## config.mk

```make
export PLATFORM = sky130hd
export DESIGN_NAME = mul_server
export DESIGN_NICKNAME = d
export VERILOG_FILES = /design/src/rtl/fma_pkg.sv /design/src/rtl/mul_pipe.sv /design/src/rtl/mul_server.sv
export SDC_FILE = /design/constraint.sdc
export NUM_CORES = 2
export LEC_CHECK = 0
export BUFFER_PORTS_ARGS = -buffer_cell sky130_fd_sc_hd__clkbuf_2
export CORE_UTILIZATION = 60
export DETAILED_ROUTE_END_ITERATION = 16
export GPL_ROUTABILITY_DRIVEN = 1
export GPL_TIMING_DRIVEN = 0
export HOLD_SLACK_MARGIN = 0.08
export PLACE_DENSITY = 0.8
export SETUP_SLACK_MARGIN = 0.02
export SYNTH_ARGS = -nofsm -noshare
export SYNTH_HDL_FRONTEND = slang
export SYNTH_HIERARCHICAL = 1
export SYNTH_SLANG_ARGS = --single-unit
export TNS_END_PERCENT = 100
```

## constraint.sdc

```tcl
create_clock -name clk -period 11.8 [get_ports clk]
set_clock_uncertainty 0.15 [all_clocks]
set_input_delay 0.59 -clock clk [delete_from_list [all_inputs] [get_ports clk]]
set_output_delay 0.59 -clock clk [all_outputs]
set_load 0.02 [all_outputs]
```

## src/rtl/fma_pkg.sv

```systemverilog
// Shared types and constants for FMA datapath blocks and the shared multiplier.
// The 27x27 product is built from a 14-bit low and a 13-bit high slice of b.
package fma_pkg;

  localparam int MUL_W   = 27;
  localparam int PROD_W  = 54;
  localparam int MUL_LAT = 3;
  localparam int SPLIT_W = 14;
  localparam int LO_W    = MUL_W + SPLIT_W;
  localparam int HI_W    = MUL_W + (MUL_W - SPLIT_W);

  typedef logic [MUL_W-1:0]  opnd_t;
  typedef logic [PROD_W-1:0] prod_t;

  typedef struct packed {
    opnd_t a;
    opnd_t b;
  } mul_req_t;

  typedef struct packed {
    prod_t p;
  } mul_rsp_t;

  typedef struct packed {
    logic [LO_W-1:0] lo;
    logic [HI_W-1:0] hi;
  } part_prod_t;

  // The sum always fits in PROD_W because a*b < 2^54.
  function automatic prod_t combine_pp(input part_prod_t pp);
    return PROD_W'(pp.lo) + (PROD_W'(pp.hi) << SPLIT_W);
  endfunction

endpackage

```

## src/rtl/mul_pipe.sv

```systemverilog
// Three-stage split 27x27 multiplier carrying a {valid, index, tag} sideband.
// Never stalls; one result per cycle, MUL_LAT cycles after the operands enter.
module mul_pipe
  import fma_pkg::*;
#(
  parameter int TAGW = 4,
  parameter int IDXW = 2
) (
  input  logic              clk,
  input  logic              reset,
  input  logic              in_valid_i,
  input  logic [IDXW-1:0]   in_idx_i,
  input  logic [TAGW-1:0]   in_tag_i,
  input  logic [MUL_W-1:0]  in_a_i,
  input  logic [MUL_W-1:0]  in_b_i,
  output logic              out_valid_o,
  output logic [IDXW-1:0]   out_idx_o,
  output logic [TAGW-1:0]   out_tag_o,
  output logic [PROD_W-1:0] out_p_o,
  output logic              busy_o
);

  logic            s1_vld_q, s2_vld_q, s3_vld_q;
  logic [IDXW-1:0] s1_idx_q, s2_idx_q, s3_idx_q;
  logic [TAGW-1:0] s1_tag_q, s2_tag_q, s3_tag_q;
  mul_req_t        s1_opnd_q;
  part_prod_t      s2_pp_q, s2_pp_d;
  prod_t           s3_p_q, s3_p_d;

  always_comb begin
    s2_pp_d.lo = LO_W'(s1_opnd_q.a) * LO_W'(s1_opnd_q.b[SPLIT_W-1:0]);
    s2_pp_d.hi = HI_W'(s1_opnd_q.a) * HI_W'(s1_opnd_q.b[MUL_W-1:SPLIT_W]);
    s3_p_d     = combine_pp(s2_pp_q);
  end

  always_ff @(posedge clk) begin
    if (reset) begin
      s1_vld_q <= 1'b0;
      s2_vld_q <= 1'b0;
      s3_vld_q <= 1'b0;
    end else begin
      s1_vld_q <= in_valid_i;
      s2_vld_q <= s1_vld_q;
      s3_vld_q <= s2_vld_q;
    end
  end

  // NOTE: stage 1/2 payloads are only consumed behind their valid bit, so they
  // carry no reset; only the visible output stage is cleared.
  always_ff @(posedge clk) begin
    if (in_valid_i) begin
      s1_opnd_q <= '{a: in_a_i, b: in_b_i};
      s1_idx_q  <= in_idx_i;
      s1_tag_q  <= in_tag_i;
    end
    if (s1_vld_q) begin
      s2_pp_q  <= s2_pp_d;
      s2_idx_q <= s1_idx_q;
      s2_tag_q <= s1_tag_q;
    end
  end

  // Output stage holds its last value while no valid entry arrives.
  always_ff @(posedge clk) begin
    if (reset) begin
      s3_p_q   <= '0;
      s3_idx_q <= '0;
      s3_tag_q <= '0;
    end else if (s2_vld_q) begin
      s3_p_q   <= s3_p_d;
      s3_idx_q <= s2_idx_q;
      s3_tag_q <= s2_tag_q;
    end
  end

  assign out_valid_o = s3_vld_q;
  assign out_idx_o   = s3_idx_q;
  assign out_tag_o   = s3_tag_q;
  assign out_p_o     = s3_p_q;
  assign busy_o      = s1_vld_q | s2_vld_q | s3_vld_q;

endmodule

```

## src/rtl/mul_server.sv

```systemverilog
// Round-robin arbiter in front of a shared pipelined 27x27 multiplier; the
// product returns to the granted client with its tag after MUL_LAT cycles.
module mul_server
  import fma_pkg::*;
#(
  parameter int NCLIENT = 4,
  parameter int TAGW    = 4
) (
  input  logic                            clk,
  input  logic                            reset,
  input  logic [NCLIENT-1:0]              req_valid,
  output logic [NCLIENT-1:0]              req_ready,
  input  logic [NCLIENT-1:0][MUL_W-1:0]   req_a,
  input  logic [NCLIENT-1:0][MUL_W-1:0]   req_b,
  input  logic [NCLIENT-1:0][TAGW-1:0]    req_tag,
  output logic [NCLIENT-1:0]              rsp_valid,
  output logic [PROD_W-1:0]               rsp_data,
  output logic [TAGW-1:0]                 rsp_tag,
  output logic                            busy
);

  localparam int IDXW = (NCLIENT > 1) ? $clog2(NCLIENT) : 1;
  localparam int CW   = IDXW + 1;

  logic [IDXW-1:0] last_q, last_d;
  logic [IDXW-1:0] grant_idx;
  logic            fire;
  logic [CW-1:0]   cand;

  logic            out_vld;
  logic [IDXW-1:0] out_idx;

  // NOTE: blocking assignments here; the loop reads fire/cand from earlier
  // iterations of the same pass, and every output gets a default first so no
  // latch is inferred.
  always_comb begin
    req_ready = '0;
    grant_idx = '0;
    fire      = 1'b0;
    cand      = '0;
    for (int k = 1; k <= NCLIENT; k++) begin
      cand = {1'b0, last_q} + CW'(k);
      if (cand >= CW'(NCLIENT)) cand = cand - CW'(NCLIENT);
      if (!fire && req_valid[cand[IDXW-1:0]]) begin
        fire      = 1'b1;
        grant_idx = cand[IDXW-1:0];
      end
    end
    if (reset) fire = 1'b0;
    if (fire) req_ready[grant_idx] = 1'b1;
    last_d = fire ? grant_idx : last_q;
  end

  // Pointer starts at the last client so client 0 wins the first search.
  always_ff @(posedge clk) begin
    if (reset) last_q <= IDXW'(NCLIENT - 1);
    else       last_q <= last_d;
  end

  mul_pipe #(
    .TAGW (TAGW),
    .IDXW (IDXW)
  ) u_pipe (
    .clk         (clk),
    .reset       (reset),
    .in_valid_i  (fire),
    .in_idx_i    (grant_idx),
    .in_tag_i    (req_tag[grant_idx]),
    .in_a_i      (req_a[grant_idx]),
    .in_b_i      (req_b[grant_idx]),
    .out_valid_o (out_vld),
    .out_idx_o   (out_idx),
    .out_tag_o   (rsp_tag),
    .out_p_o     (rsp_data),
    .busy_o      (busy)
  );

  always_comb begin
    rsp_valid = '0;
    if (out_vld) rsp_valid[out_idx] = 1'b1;
  end

endmodule

```

### After elaboration in Yosys (flattened, before gate mapping)

Cells that the tools add are included.

* word-level logic and storage cells: 81
* bits in registers: 212

* multipliers: 2
* $add $sub $neg: 9
* order comparisons: 12
* reductions and logical operators: 8
* muxes and demuxes: 33
* bitwise logic cells: 2

Operators with widths (number)
* binary-select mux 27 bit (select 2 bit): 2
* adder 41 x 54 -> 54 bit: 1
* two-way mux 27 bit: 2
* multiplier 27 x 14 -> 41 bit: 1
* multiplier 27 x 13 -> 40 bit: 1
* < comparator 2 x 3 -> 1 bit (second input constant): 6
* two-way mux 2 bit: 8
* >= comparator 3 bit (second input constant): 4
* two-way mux 4 bit: 3
* two-way mux 1 bit: 11
* binary-select mux 1 bit (select 2 bit): 4
* binary-select mux 4 bit (select 2 bit): 1
* subtractor 2 x 1 -> 2 bit (second input constant): 4
* adder 2 x 2 -> 3 bit (second input constant): 2
* logical AND 1 bit: 5
* demux 1 bit (select 2 bit): 2
* >= comparator 2 x 1 -> 1 bit (second input constant): 2
* adder 2 x 1 -> 3 bit (second input constant): 1
* adder 2 x 3 -> 3 bit (second input constant): 1
* logical NOT 1 bit: 3
* bitwise OR 1 bit: 2

### Depth between registers and ports, before layout

* depth after elaboration: 20
* gate-level depth with buffers: 25
* gate-level depth less buffers: 22

### Modules after synthesis

Netlist, hierarchy kept.

Modules (own cells, without submodules)
* mul_pipe: area an instance 31649.1 µm², instances 1, cells an instance 3366
* mul_server: area an instance 1939.4 µm², instances 1, cells an instance 360

### Least setup slack after synthesis

Ideal clock, no wire load.

* path type: register to register
* start point: reg u_pipe/s1_opnd_q[5] in the netlist's numbering
* end point: reg u_pipe/s2_pp_q[79] in the netlist's numbering, data pin
* setup slack: 5.376 ns
* data required time: 11.394 ns
* buffers on the path: 2
* setup time: 0.256 ns
* arrival: 6.018 ns
* stages on the path, launching flop included: 22
* cell sequence: edfxtp_1 -> clkbuf_1 -> clkbuf_1 -> nand2_1 -> fa_1 -> fa_1 -> inv_1 -> fa_1 -> fa_1 -> fa_1 -> inv_1 -> fa_1 -> inv_1 -> ha_1 -> a21oi_1 -> nor2_1 -> a211oi_1 -> o21ai_0 -> a31oi_4 -> o21ai_2 -> or4_1 -> and4_1

RTL lines
* from (decl): RTL line mul_pipe.sv:26 `mul_req_t s1_opnd_q;`
* from (signal assigned): RTL line mul_pipe.sv:52 `s1_opnd_q <= '{a: in_a_i, b: in_b_i};`
* to (signal assigned): RTL line mul_pipe.sv:57 `s2_pp_q <= s2_pp_d;`
* to (decl): RTL line mul_pipe.sv:27 `part_prod_t s2_pp_q, s2_pp_d;`

==> out/qor.tcl <==
set qor(run_status) {complete, no violations}
set qor(final_layout_net_count) 5086
set qor(critical_path.startpoint) {u_pipe/s1_opnd_q[46]}
set qor(timing.critical_path.required_ns) 11.96
set qor(ctsHtreeMaxLevel) 1
set qor(hold_path_startpoint) {req_b[10]}
set qor(slew-limit-headroom_pct) 7.45
set qor(critPathMaxStageDelay_ns) 0.70
set qor(grt_antenna_before_repair) 7
set qor(totalNegativeSetupSlack_ns) 0
set qor(cts_sinks) 212
set qor(fp.dieW_um) 239
set qor(main_flop_type_after_synthesis) {sky130_fd_sc_hd__edfxtp_1}
set qor(crit_path_cell_trace) {clkbuf_1 -> clkbuf_1 -> nand2_1 -> fa_1 -> fa_1 -> inv_1 -> fa_1 -> fa_1 -> fa_1 -> inv_1 -> fa_1 -> inv_1 -> ha_1 -> buf_2 -> nand2_1 -> nor2_1 -> a211oi_1 -> o21ai_0 -> a31oi_4 -> o21ai_2 -> or4_1 -> and4_1}
set qor(grt_remaining_overflow) 0
set qor(syn-instance-count) 3726
set qor(pin_count_of_the_biggest_net_entering_global_routing) 68
set qor(critical_path_peak_fanout) 11
set qor(first_global_vias) 28800
set qor(placementRows) 86
set qor(reg_clk_slew_reported_paths_ns) 0.06
set qor(coreArea_um2) 55200
set qor(hpwlAfterDp_um) 90100
set qor(critical_path_class) {flop to flop}
set qor(fmax_mhz) 123
set qor(setup_slack_ns) 3.67
set qor(number_of_max_slew_violations_in_the_final_report) 0
set qor(post_synth_arst_share_pct) 0
set qor(critPathBufInv) 6
set qor(gp_routability_congestion) 1.01
set qor(drt-wirelength-per-cell_um) 22.5
set qor(ys_ff_latch) 212
set qor(number_of_enable_flip_flop_cells_after_synthesis) 147
set qor(insertion_delay_to_the_later_sink_of_the_worst_skew_pair_ns) 0.56
set qor(drt-pass1-iter-count) 9
set qor(yosysWarnings) 6
set qor(setup.worst_path.end_class) {flop}
set qor(synth_nets) 4754
set qor(grt_pass1_wl_um) 165000
set qor(critPathLaunchType) {flop}
set qor(track_usage_pct) 39.1
set qor(ant_nets) 0
set qor(cp_max_delay_cell) {sky130_fd_sc_hd__clkbuf_1}
set qor(synth.lib_cells_used.distinct) 85
set qor(rsz0062_at_grt) {no}
set qor(total_drc_errors_in_the_routed_layout) 0
set qor(worst_pin_slew_ns) 1.38
set qor(area.growth.synth_to_final_pct) 9.73
set qor(ctsLongestPathBuffers) 3
set qor(fin_hold_viols) 0
set qor(routed_wirelength_um) 109000
set qor(seq_area_um2) 5720
set qor(drc_marker_count_from_the_first_detailed_route_iteration) 2490
set qor(crit_family) {adder cells}
set qor(cts-root-buf) {sky130_fd_sc_hd__clkbuf_16}
set qor(commonest_cells_after_routing_fill_and_taps_aside) {sky130_fd_sc_hd__nand2_1, sky130_fd_sc_hd__inv_1, sky130_fd_sc_hd__fa_1}
set qor(final_period_minus_worst_setup_slack_ns) 8.13
set qor(final.period_utilization_pct) 68.9
set qor(synth_area_per_cell_um2) 9.01
set qor(most_common_library_cell_in_the_layout_ignoring_fill_and_taps) {sky130_fd_sc_hd__nand2_1}
set qor(die_height_um) 239
set qor(synth_sequential_area_ratio_pct) 17.0
set qor(initial_utilization_pct) 60.8
set qor(final_util_pct) 66.8
set qor(total_area_of_multi_input_combinational_cells_um2) 24600
set qor(n_fill_cell) 4613
set qor(post_route_cells_drive_above_1_share_pct) 10.1
set qor(ios) 305
set qor(num_vias) 28200
set qor(vias_per_cell) 5.83
set qor(cts_setup_buffers) 0
set qor(postCtsHoldBufs) 0
set qor(area_of_the_mapped_netlist_um2) 33600
set qor(number_of_cts_inserted_buffers) 24
set qor(holdCritPathClass) {primary input to flop}
set qor(die_area_um2) 56900
set qor(setup-violations-final) 0
set qor(critical_path.reg2reg.startpoint) {u_pipe/s1_opnd_q[46]}
set qor(cts.repair.resized) 0
set qor(drv.max_cap_violation_count) 0
set qor(tritoncts_clock_tree) {yes}
set qor(critical-path-top-cell-by-count) {sky130_fd_sc_hd__fa_1}
set qor(pre_cts_setup_slack_ns) 3.84
set qor(numPortBuffers) 304
set qor(worst_ep_arrival_time_ns) 8.29
## logic make-up after synthesis
logic type      after synthesis  share of synthesized area [%]
mux                          34                           1.01
buf+inv                     838                           9.74
flops                       212                           17.0
compound gates              487                           9.91
fa+ha+maj                   790                           42.2
simple gates               1275                           17.7
xor+xnor                     90                           2.35
## per-stage QoR
step | cell area [um2] | hold WS, ns | instances
floorplan | 33600 | 0.250 | 3726
global placement | 36000 | 0.299 | 4778
detailed placement | 36100 | 0.305 | 4780
CTS | 36800 | 0.192 | 4824
finish | 36900 | 0.221 | 4832
global route | 36800 | 0.222 | 4825
## cell usage after synthesis (4+ instances only)
master,instances,area share (%)
sky130_fd_sc_hd__a31oi_1,11,0.20
sky130_fd_sc_hd__o211ai_1,17,0.38
sky130_fd_sc_hd__buf_1,8,0.089
sky130_fd_sc_hd__nand2_1,682,7.6
sky130_fd_sc_hd__o2bb2ai_1,4,0.10
sky130_fd_sc_hd__mux2i_1,34,1.0
sky130_fd_sc_hd__or2_2,5,0.093
sky130_fd_sc_hd__a21oi_1,156,2.3
sky130_fd_sc_hd__nor2_1,118,1.3
sky130_fd_sc_hd__and4_1,7,0.18
sky130_fd_sc_hd__fa_1,573,34
sky130_fd_sc_hd__a32oi_1,59,1.5
sky130_fd_sc_hd__dfxtp_1,65,3.9
sky130_fd_sc_hd__and2_1,308,5.7
sky130_fd_sc_hd__buf_4,16,0.36
sky130_fd_sc_hd__ha_1,217,8.1
sky130_fd_sc_hd__a21o_1,55,1.2
sky130_fd_sc_hd__or3_1,10,0.19
sky130_fd_sc_hd__xnor2_1,65,1.7
sky130_fd_sc_hd__nor2b_1,14,0.26
sky130_fd_sc_hd__o21bai_1,12,0.27
sky130_fd_sc_hd__a21boi_0,6,0.13
sky130_fd_sc_hd__xor2_1,25,0.65
sky130_fd_sc_hd__nand2b_1,11,0.20
sky130_fd_sc_hd__buf_6,5,0.17
sky130_fd_sc_hd__o31ai_1,9,0.20
sky130_fd_sc_hd__a2111oi_0,4,0.10
sky130_fd_sc_hd__o21ai_0,58,0.86
sky130_fd_sc_hd__o21a_1,13,0.29
sky130_fd_sc_hd__o31a_1,5,0.13
sky130_fd_sc_hd__nor3_1,21,0.31
sky130_fd_sc_hd__nand3b_1,7,0.16
sky130_fd_sc_hd__inv_1,621,6.9
sky130_fd_sc_hd__buf_2,21,0.31
sky130_fd_sc_hd__edfxtp_1,147,13
sky130_fd_sc_hd__a211oi_1,26,0.58
sky130_fd_sc_hd__nand4_1,16,0.30
sky130_fd_sc_hd__and3_1,14,0.26
sky130_fd_sc_hd__a311oi_1,4,0.10
sky130_fd_sc_hd__clkbuf_1,164,1.8
sky130_fd_sc_hd__nand3_1,43,0.64
## flip-flops by register name, indices dropped and copies added, names as in the netlist
name / flops
u_pipe/s2_tag_q: 4
u_pipe/s2_pp_q: 81
u_pipe/s2_vld_q: 1
u_pipe/s1_vld_q: 1
u_pipe/out_p_o: 54
u_pipe/s1_opnd_q: 54
last_q: 2
u_pipe/out_idx_o: 2
u_pipe/s2_idx_q: 2
u_pipe/out_valid_o: 1
u_pipe/s1_idx_q: 2
u_pipe/s1_tag_q: 4
u_pipe/out_tag_o: 4
## layer usage
metal | vias to the layer above | share of wire, % | global-route usage [%]
met5 | - | 0.014 | 0
met4 | 2 | 8.5 | 28.9
met3 | 434 | 12 | 12.5
met2 | 1746 | 44 | 60.6
met1 | 13600 | 35 | 45.7
li1 | 12400 | - | -
## layout make-up
type	count	area share, %
clock inverters	6	0.187
diodes	8	0.0543
multi-input cells	2676	66.8
flip-flops and latches	212	15.5
repair buffers	306	4.26
clock buffers	38	1.80
plain buffers	216	2.54
inverters	622	6.33
well taps	748	2.54
## worst paths after layout
check | end | slack (ns) | depth (start not counted)
max | u_pipe/s2_pp_q[79] | 3.67 | 22
max reg2reg | u_pipe/s2_pp_q[79] | 3.67 | 22
min reg2reg | u_pipe/out_p_o[27] | 0.31 | 2
min | u_pipe/s1_opnd_q[10] | 0.22 | 3
## worst min-delay path: stages
cell                       delay, ns
sky130_fd_sc_hd__clkbuf_2       0.08
sky130_fd_sc_hd__nand2_1        0.05
sky130_fd_sc_hd__a32oi_1        0.04
Power is not shown: default switching activity piles up to over one toggle a cycle in this logic, so the estimate is an artifact.
